$ cat src/rtl/mem_port_arbiter_if.sv
// Handshake bundle between the pipeline ports (IF, DM), the arbiter and the unified memory.
// slave = arbiter view, master = environment view (pipeline + memory).
interface mem_port_arbiter_if #(
  parameter int ADDR_W = 32,
  parameter int DATA_W = 32
);
  logic              if_req;
  logic [ADDR_W-1:0] if_addr;
  logic [DATA_W-1:0] if_rdata;
  logic              if_ready;
  logic              dm_rd;
  logic              dm_wr;
  logic [ADDR_W-1:0] dm_addr;
  logic [DATA_W-1:0] dm_wdata;
  logic [DATA_W-1:0] dm_rdata;
  logic              dm_ready;
  logic              if_stall;
  logic              dm_stall;
  logic              mem_req;
  logic              mem_we;
  logic [ADDR_W-1:0] mem_addr;
  logic [DATA_W-1:0] mem_wdata;
  logic [DATA_W-1:0] mem_rdata;
  logic              mem_ack;
  logic              err;

  modport slave (
    input  if_req, if_addr, dm_rd, dm_wr, dm_addr, dm_wdata, mem_rdata, mem_ack,
    output if_rdata, if_ready, dm_rdata, dm_ready, if_stall, dm_stall,
           mem_req, mem_we, mem_addr, mem_wdata, err
  );

  modport master (
    output if_req, if_addr, dm_rd, dm_wr, dm_addr, dm_wdata, mem_rdata, mem_ack,
    input  if_rdata, if_ready, dm_rdata, dm_ready, if_stall, dm_stall,
           mem_req, mem_we, mem_addr, mem_wdata, err
  );
endinterface

$ cat src/rtl/mem_port_arbiter.sv
// Arbitrates one single-port memory between instruction fetch and load/store.
// Data port wins by default; a starvation counter forces a fetch grant after STARVE_LIMIT DM grants.
module mem_port_arbiter #(
  parameter int ADDR_W       = 32,
  parameter int DATA_W       = 32,
  parameter int STARVE_LIMIT = 4,
  parameter int TIMEOUT      = 64
) (
  input  logic                i_clock,
  input  logic                i_reset,
  mem_port_arbiter_if.slave   bus
);

  localparam int              TIMER_W   = (TIMEOUT > 2) ? $clog2(TIMEOUT) : 1;
  localparam logic [3:0]      LIMIT     = 4'(STARVE_LIMIT);
  localparam logic [TIMER_W-1:0] TIMER_MAX = TIMER_W'(TIMEOUT - 1);

  typedef enum logic [1:0] {IDLE, BUSY_IF, BUSY_DM, RESP} state_t;

  state_t              r_state,       w_state_next;
  logic [3:0]          r_starve_cnt,  w_starve_cnt_next;
  logic [TIMER_W-1:0]  r_timer,       w_timer_next;
  logic                r_mem_req,     w_mem_req_next;
  logic                r_mem_we,      w_mem_we_next;
  logic [ADDR_W-1:0]   r_mem_addr,    w_mem_addr_next;
  logic [DATA_W-1:0]   r_mem_wdata,   w_mem_wdata_next;
  logic [DATA_W-1:0]   r_if_rdata,    w_if_rdata_next;
  logic [DATA_W-1:0]   r_dm_rdata,    w_dm_rdata_next;
  logic                r_resp_dm,     w_resp_dm_next;
  logic                r_err,         w_err_next;

  logic                w_dm_any;
  logic                w_if_forced;
  logic                w_if_ready;
  logic                w_dm_ready;

  assign w_dm_any    = bus.dm_rd | bus.dm_wr;
  assign w_if_forced = bus.if_req && (r_starve_cnt == LIMIT);

  always_comb begin
    w_state_next      = r_state;
    w_starve_cnt_next = r_starve_cnt;
    w_timer_next      = r_timer;
    w_mem_req_next    = r_mem_req;
    w_mem_we_next     = r_mem_we;
    w_mem_addr_next   = r_mem_addr;
    w_mem_wdata_next  = r_mem_wdata;
    w_if_rdata_next   = r_if_rdata;
    w_dm_rdata_next   = r_dm_rdata;
    w_resp_dm_next    = r_resp_dm;
    w_err_next        = 1'b0;

    case (r_state)
      IDLE: begin
        if (w_dm_any && !w_if_forced) begin
          w_state_next     = BUSY_DM;
          w_resp_dm_next   = 1'b1;
          w_mem_req_next   = 1'b1;
          w_mem_we_next    = bus.dm_wr;
          w_mem_addr_next  = bus.dm_addr;
          w_timer_next     = '0;
          if (bus.dm_wr)
            w_mem_wdata_next = bus.dm_wdata;
          // Count only DM grants that actually made fetch wait.
          if (!bus.if_req)
            w_starve_cnt_next = '0;
          else if (r_starve_cnt != LIMIT)
            w_starve_cnt_next = r_starve_cnt + 4'd1;
        end else if (bus.if_req) begin
          w_state_next      = BUSY_IF;
          w_resp_dm_next    = 1'b0;
          w_mem_req_next    = 1'b1;
          w_mem_we_next     = 1'b0;
          w_mem_addr_next   = bus.if_addr;
          w_timer_next      = '0;
          w_starve_cnt_next = '0;
        end else begin
          w_starve_cnt_next = '0;
        end
      end

      BUSY_IF, BUSY_DM: begin
        w_timer_next = r_timer + 1'b1;
        if (bus.mem_ack) begin
          w_state_next   = RESP;
          w_mem_req_next = 1'b0;
          w_mem_we_next  = 1'b0;
          if (!r_mem_we) begin
            if (r_state == BUSY_IF) w_if_rdata_next = bus.mem_rdata;
            else                    w_dm_rdata_next = bus.mem_rdata;
          end
        end else if (r_timer == TIMER_MAX) begin
          // Abort: the requester still gets its ready pulse, with zeroed read data.
          w_state_next   = RESP;
          w_mem_req_next = 1'b0;
          w_mem_we_next  = 1'b0;
          w_err_next     = 1'b1;
          if (!r_mem_we) begin
            if (r_state == BUSY_IF) w_if_rdata_next = '0;
            else                    w_dm_rdata_next = '0;
          end
        end
      end

      RESP: begin
        w_state_next = IDLE;
      end

      default: begin
        w_state_next = IDLE;
      end
    endcase
  end

  always_ff @(posedge i_clock or posedge i_reset) begin
    if (i_reset) begin
      r_state      <= IDLE;
      r_starve_cnt <= '0;
      r_timer      <= '0;
      r_mem_req    <= 1'b0;
      r_mem_we     <= 1'b0;
      r_mem_addr   <= '0;
      r_mem_wdata  <= '0;
      r_if_rdata   <= '0;
      r_dm_rdata   <= '0;
      r_resp_dm    <= 1'b0;
      r_err        <= 1'b0;
    end else begin
      r_state      <= w_state_next;
      r_starve_cnt <= w_starve_cnt_next;
      r_timer      <= w_timer_next;
      r_mem_req    <= w_mem_req_next;
      r_mem_we     <= w_mem_we_next;
      r_mem_addr   <= w_mem_addr_next;
      r_mem_wdata  <= w_mem_wdata_next;
      r_if_rdata   <= w_if_rdata_next;
      r_dm_rdata   <= w_dm_rdata_next;
      r_resp_dm    <= w_resp_dm_next;
      r_err        <= w_err_next;
    end
  end

  assign w_if_ready = (r_state == RESP) && !r_resp_dm;
  assign w_dm_ready = (r_state == RESP) &&  r_resp_dm;

  assign bus.if_ready  = w_if_ready;
  assign bus.dm_ready  = w_dm_ready;
  assign bus.if_rdata  = r_if_rdata;
  assign bus.dm_rdata  = r_dm_rdata;
  assign bus.if_stall  = bus.if_req & ~w_if_ready;
  assign bus.dm_stall  = w_dm_any & ~w_dm_ready;
  assign bus.mem_req   = r_mem_req;
  assign bus.mem_we    = r_mem_we;
  assign bus.mem_addr  = r_mem_addr;
  assign bus.mem_wdata = r_mem_wdata;
  assign bus.err       = r_err;

endmodule

$ cat src/flat_wrapper.sv
// flat-port wrapper written by rule: the top's interface ports become plain ports
module mem_port_arbiter_flat 
#(
  parameter int ADDR_W       = 32,
  parameter int DATA_W       = 32,
  parameter int STARVE_LIMIT = 4,
  parameter int TIMEOUT      = 64
)
  (i_clock, i_reset, bus_if_req, bus_if_addr, bus_dm_rd, bus_dm_wr, bus_dm_addr, bus_dm_wdata, bus_mem_rdata, bus_mem_ack, bus_if_rdata, bus_if_ready, bus_dm_rdata, bus_dm_ready, bus_if_stall, bus_dm_stall, bus_mem_req, bus_mem_we, bus_mem_addr, bus_mem_wdata, bus_err);
  mem_port_arbiter_if #(.ADDR_W(ADDR_W), .DATA_W(DATA_W)) bus_i ();
  input  logic i_clock;
  input  logic i_reset;
  input wire logic [$bits(bus_i.if_req)-1:0] bus_if_req;
  input wire logic [$bits(bus_i.if_addr)-1:0] bus_if_addr;
  input wire logic [$bits(bus_i.dm_rd)-1:0] bus_dm_rd;
  input wire logic [$bits(bus_i.dm_wr)-1:0] bus_dm_wr;
  input wire logic [$bits(bus_i.dm_addr)-1:0] bus_dm_addr;
  input wire logic [$bits(bus_i.dm_wdata)-1:0] bus_dm_wdata;
  input wire logic [$bits(bus_i.mem_rdata)-1:0] bus_mem_rdata;
  input wire logic [$bits(bus_i.mem_ack)-1:0] bus_mem_ack;
  output wire logic [$bits(bus_i.if_rdata)-1:0] bus_if_rdata;
  output wire logic [$bits(bus_i.if_ready)-1:0] bus_if_ready;
  output wire logic [$bits(bus_i.dm_rdata)-1:0] bus_dm_rdata;
  output wire logic [$bits(bus_i.dm_ready)-1:0] bus_dm_ready;
  output wire logic [$bits(bus_i.if_stall)-1:0] bus_if_stall;
  output wire logic [$bits(bus_i.dm_stall)-1:0] bus_dm_stall;
  output wire logic [$bits(bus_i.mem_req)-1:0] bus_mem_req;
  output wire logic [$bits(bus_i.mem_we)-1:0] bus_mem_we;
  output wire logic [$bits(bus_i.mem_addr)-1:0] bus_mem_addr;
  output wire logic [$bits(bus_i.mem_wdata)-1:0] bus_mem_wdata;
  output wire logic [$bits(bus_i.err)-1:0] bus_err;
  assign bus_i.if_req = bus_if_req;
  assign bus_i.if_addr = bus_if_addr;
  assign bus_i.dm_rd = bus_dm_rd;
  assign bus_i.dm_wr = bus_dm_wr;
  assign bus_i.dm_addr = bus_dm_addr;
  assign bus_i.dm_wdata = bus_dm_wdata;
  assign bus_i.mem_rdata = bus_mem_rdata;
  assign bus_i.mem_ack = bus_mem_ack;
  assign bus_if_rdata = bus_i.if_rdata;
  assign bus_if_ready = bus_i.if_ready;
  assign bus_dm_rdata = bus_i.dm_rdata;
  assign bus_dm_ready = bus_i.dm_ready;
  assign bus_if_stall = bus_i.if_stall;
  assign bus_dm_stall = bus_i.dm_stall;
  assign bus_mem_req = bus_i.mem_req;
  assign bus_mem_we = bus_i.mem_we;
  assign bus_mem_addr = bus_i.mem_addr;
  assign bus_mem_wdata = bus_i.mem_wdata;
  assign bus_err = bus_i.err;
  mem_port_arbiter #(.ADDR_W(ADDR_W), .DATA_W(DATA_W), .STARVE_LIMIT(STARVE_LIMIT), .TIMEOUT(TIMEOUT)) u_core (.i_clock(i_clock), .i_reset(i_reset), .bus(bus_i));
endmodule
$ cat config.mk
export PLATFORM = sky130hd
export DESIGN_NAME = mem_port_arbiter_flat
export DESIGN_NICKNAME = d
export VERILOG_FILES = /design/src/rtl/mem_port_arbiter_if.sv /design/src/rtl/mem_port_arbiter.sv /design/src/flat_wrapper.sv
export SDC_FILE = /design/constraint.sdc
export NUM_CORES = 1
export LEC_CHECK = 0
export ABC_AREA = 1
export CELL_PAD_IN_SITES_DETAIL_PLACEMENT = 1
export CELL_PAD_IN_SITES_GLOBAL_PLACEMENT = 1
export CORE_MARGIN = 2
export CORE_UTILIZATION = 25
export CTS_CLUSTER_SIZE = 28
export DETAILED_ROUTE_END_ITERATION = 12
export DONT_BUFFER_PORTS = 1
export PLACE_DENSITY_LB_ADDON = 0.2
export SLEW_MARGIN = 20
export SYNTH_ARGS = -nofsm -noshare
export SYNTH_HDL_FRONTEND = slang
export SYNTH_SLANG_ARGS = --single-unit
$ cat constraint.sdc
create_clock -name i_clock -period 9.3 [get_ports i_clock]
set_clock_uncertainty 0.1 [all_clocks]
set_input_delay 1.86 -clock i_clock [delete_from_list [all_inputs] [get_ports i_clock]]
set_output_delay 1.86 -clock i_clock [all_outputs]
set_load 0.05 [all_outputs]
==> key figures <==
Timing
  • Rel. slew slack: 0.305
  • Final min period: 4.60 ns
  • Unrepaired setup endpoints after global routing: no
  • Smallest setup slack after layout: 4.70 ns
  • Final setup fails: 0
  • Least-Margin Pin Slew: 1.04 ns
  • Setup TNS Final: 0 ns
  • Final Hold Violating Endpoints: 0
  • Tcrit/Tclk final: 0.494
  • F_max: 218 MHz
  • Fin. max-slew vios: 0

Drt
  • DR WL/cell: 18.7 um
  • Via/cell ratio: 4.69
  • ANT nets after route: 0
  • DRT iter0 DRCs: 340
  • DRT Wirelength: 22400 um
  • DR pass1 iterations: 4
  • DRC Markers: 0
  • Via count: 5611

Die
  • Total die area: 0.0287 mm^2
  • Die H: 169 um
  • Die width: 169 um
  • Core area: 0.0269 mm^2
  • Rows: 60
  • Initial core utilization: 0.255
  • IO Pins: 269

Synth
  • Cell accounting for the most synthesized area: dfrtp_1
  • YS warnings: 0
  • Synth Instances: 871
  • Mapped Area: 0.00684 mm^2
  • Post-synthesis cell type count: 23
  • Mapped Nets: 1013
  • Synth top area cells: dfrtp_1, nand2_1, nand4_1
  • Sequential fraction of the synthesis area: 0.527
  • Synth top area share: 0.527
  • Yosys reg bits: 144
  • Syn_area_per_cell: 7.85 um^2

Clocking
  • Clock transition at path regs: 0.06 ns
  • Clock Path Buffers: 2
  • Root buffer cell: clkbuf_16
  • CTS H-tree lvls: 4
  • Hold-fix buffers, CTS: 0
  • Number of clock sinks: 144
  • TritonCTS clock tree: yes
  • Worst-skew pair later-pin latency: 0.41 ns
  • Post_cts resized: 0
  • Setup repair bufs after CTS: 0
  • Num CTS Buffers: 17

Worst setup path
  • R2R Setup Slk: 6.24 ns
  • Maximum fanout along the worst path: 4
  • Family with the most delay on the worst path: simple AND/OR/NAND/NOR gates
  • CP arrival: 2.64 ns
  • Crit path launch type: input pin
  • Critical Path RT: 7.34 ns
  • Nature of the critical path endpoint: primary output
  • Slowest cell delay on critical path: 0.71 ns
  • Critical-path cell list: inv_1 > nor2_1
  • Slowest CP cell: nor2_1
  • Critical path class: in2out
  • Worst path bufs/invs: 1

Global route
  • GRT overflow: 0
  • Initial antenna violation count: 0
  • Global-route usage over all layers: 0.157
  • Number of global-route vias before repair: 5874
  • First-pass GRT wire length: 35100 um
  • Largest net degree at the start of global routing: 95

Placement
  • Detailed Place HPWL: 14600 um
  • Routability cong.: 0.744
  • PortBufs: 0
  • Pre-CTS WS: 4.70 ns

Hold path
  • Worst hold path type: reg2reg

Layout
  • Most frequent cells in the layout: nand2_1, dfrtp_1, nand4_1
  • Fillers: 3248
  • Fraction of layout cells with a size suffix above 1: 0.0666
  • Syn-to-layout area delta: 11.7%
  • ANT cells: 0
  • Nets@finish: 985
  • Commonest non-fill, non-tap cell in the layout: nand2_1

Pwr
  • PD cells: 435 mW/mm^2
  • Lkg Pwr: 4.18 nW
  • VDD IR-drop max: 0.124 mV

Status
  • Outcome: finished clean

Flow run
  • Max_cap viols: 0
flip-flops by register name (all words and copies together) (netlist names):
| register | flops |
|---|---|
| u_core.bus.mem_addr | 32 |
| u_core.r_resp_dm | 1 |
| u_core.bus.mem_we | 1 |
| u_core.r_state | 2 |
| u_core.bus.mem_wdata | 32 |
| u_core.r_starve_cnt | 4 |
| u_core.bus.if_rdata | 32 |
| u_core.bus.mem_req | 1 |
| u_core.bus.dm_rdata | 32 |
| u_core.r_timer | 6 |
| u_core.bus.err | 1 |
report_power, final:
part | switching [mW] | internal [mW]
sequential | 0.999 | 0.854
combinational | 0.564 | 0.204
clock | 0.309 | 0.395
Yosys cell counts:
| cell | instances |
|---|---|
| o21ai_0 | 37 |
| xor2_1 | 1 |
| dfrtp_1 | 144 |
| nand3_2 | 3 |
| clkbuf_1 | 25 |
| o21bai_4 | 1 |
| inv_1 | 55 |
| a21oi_2 | 1 |
| buf_2 | 20 |
| ha_1 | 8 |
| nor2_1 | 12 |
| nand4_1 | 66 |
| nand2_2 | 2 |
| buf_6 | 10 |
| xnor2_1 | 2 |
| a21oi_1 | 4 |
| buf_1 | 1 |
| nand2_1 | 432 |
| inv_2 | 2 |
| nand3_1 | 40 |
| nor3_1 | 1 |
| o21bai_1 | 1 |
| nor2_2 | 3 |
cells by family after synthesis:
group           after synthesis  share of synthesized area
compound gates               44                     0.0351
buf+inv                     113                     0.0766
simple gates                559                      0.343
xor+xnor                      3                    0.00384
fa+ha+maj                     8                     0.0146
flops                       144                      0.527
through the flow:
stage	cell area, um^2	hold WS (ns)	total power, mW	util	std cells
3_5_place_dp	7050	0.407	2.67	0.262	1165
3_3_place_gp	7050	0.391	2.65	0.262	1165
2_1_floorplan	6840	0.364	2.37	-	871
4_1_cts	7640	0.423	3.39	0.284	1197
5_1_grt	7640	0.471	3.55	0.284	1197
6_report	7640	0.415	3.33	0.284	1197
routing by layer:
| metal | vias up | GRT usage | wire length (um) |
|---|---|---|---|
| met5 | - | 0 | 0 |
| met4 | 0 | 0.0427 | 286 |
| met3 | 13 | 0.0410 | 1220 |
| met2 | 136 | 0.259 | 10900 |
| met1 | 2758 | 0.205 | 9990 |
| li1 | 2704 | - | - |
area by class of cell:
type | count | area [um^2] | share of cell area
flip-flops and latches | 144 | 3600 | 0.472
multi-input cells | 614 | 2730 | 0.357
clock buffers | 19 | 453 | 0.0593
well taps | 341 | 427 | 0.0558
inverters | 57 | 219 | 0.0287
clock inverters | 13 | 143 | 0.0187
repair buffers | 9 | 67.6 | 0.00884
final timing paths:
check	start	to	cells past startpoint
worst max-delay path	bus_if_req	bus_if_stall	2
worst min-delay path	u_core.r_resp_dm	u_core.r_resp_dm	2
worst max register to register	u_core.r_state[1]	u_core.bus.if_rdata[17]	7
worst min register to register	u_core.r_resp_dm	u_core.r_resp_dm	2
max in group asynchronous	i_reset	u_core.bus.if_rdata[18]	2
min in group asynchronous	i_reset	u_core.bus.mem_wdata[5]	1
Power figures use the tool's default switching activity.
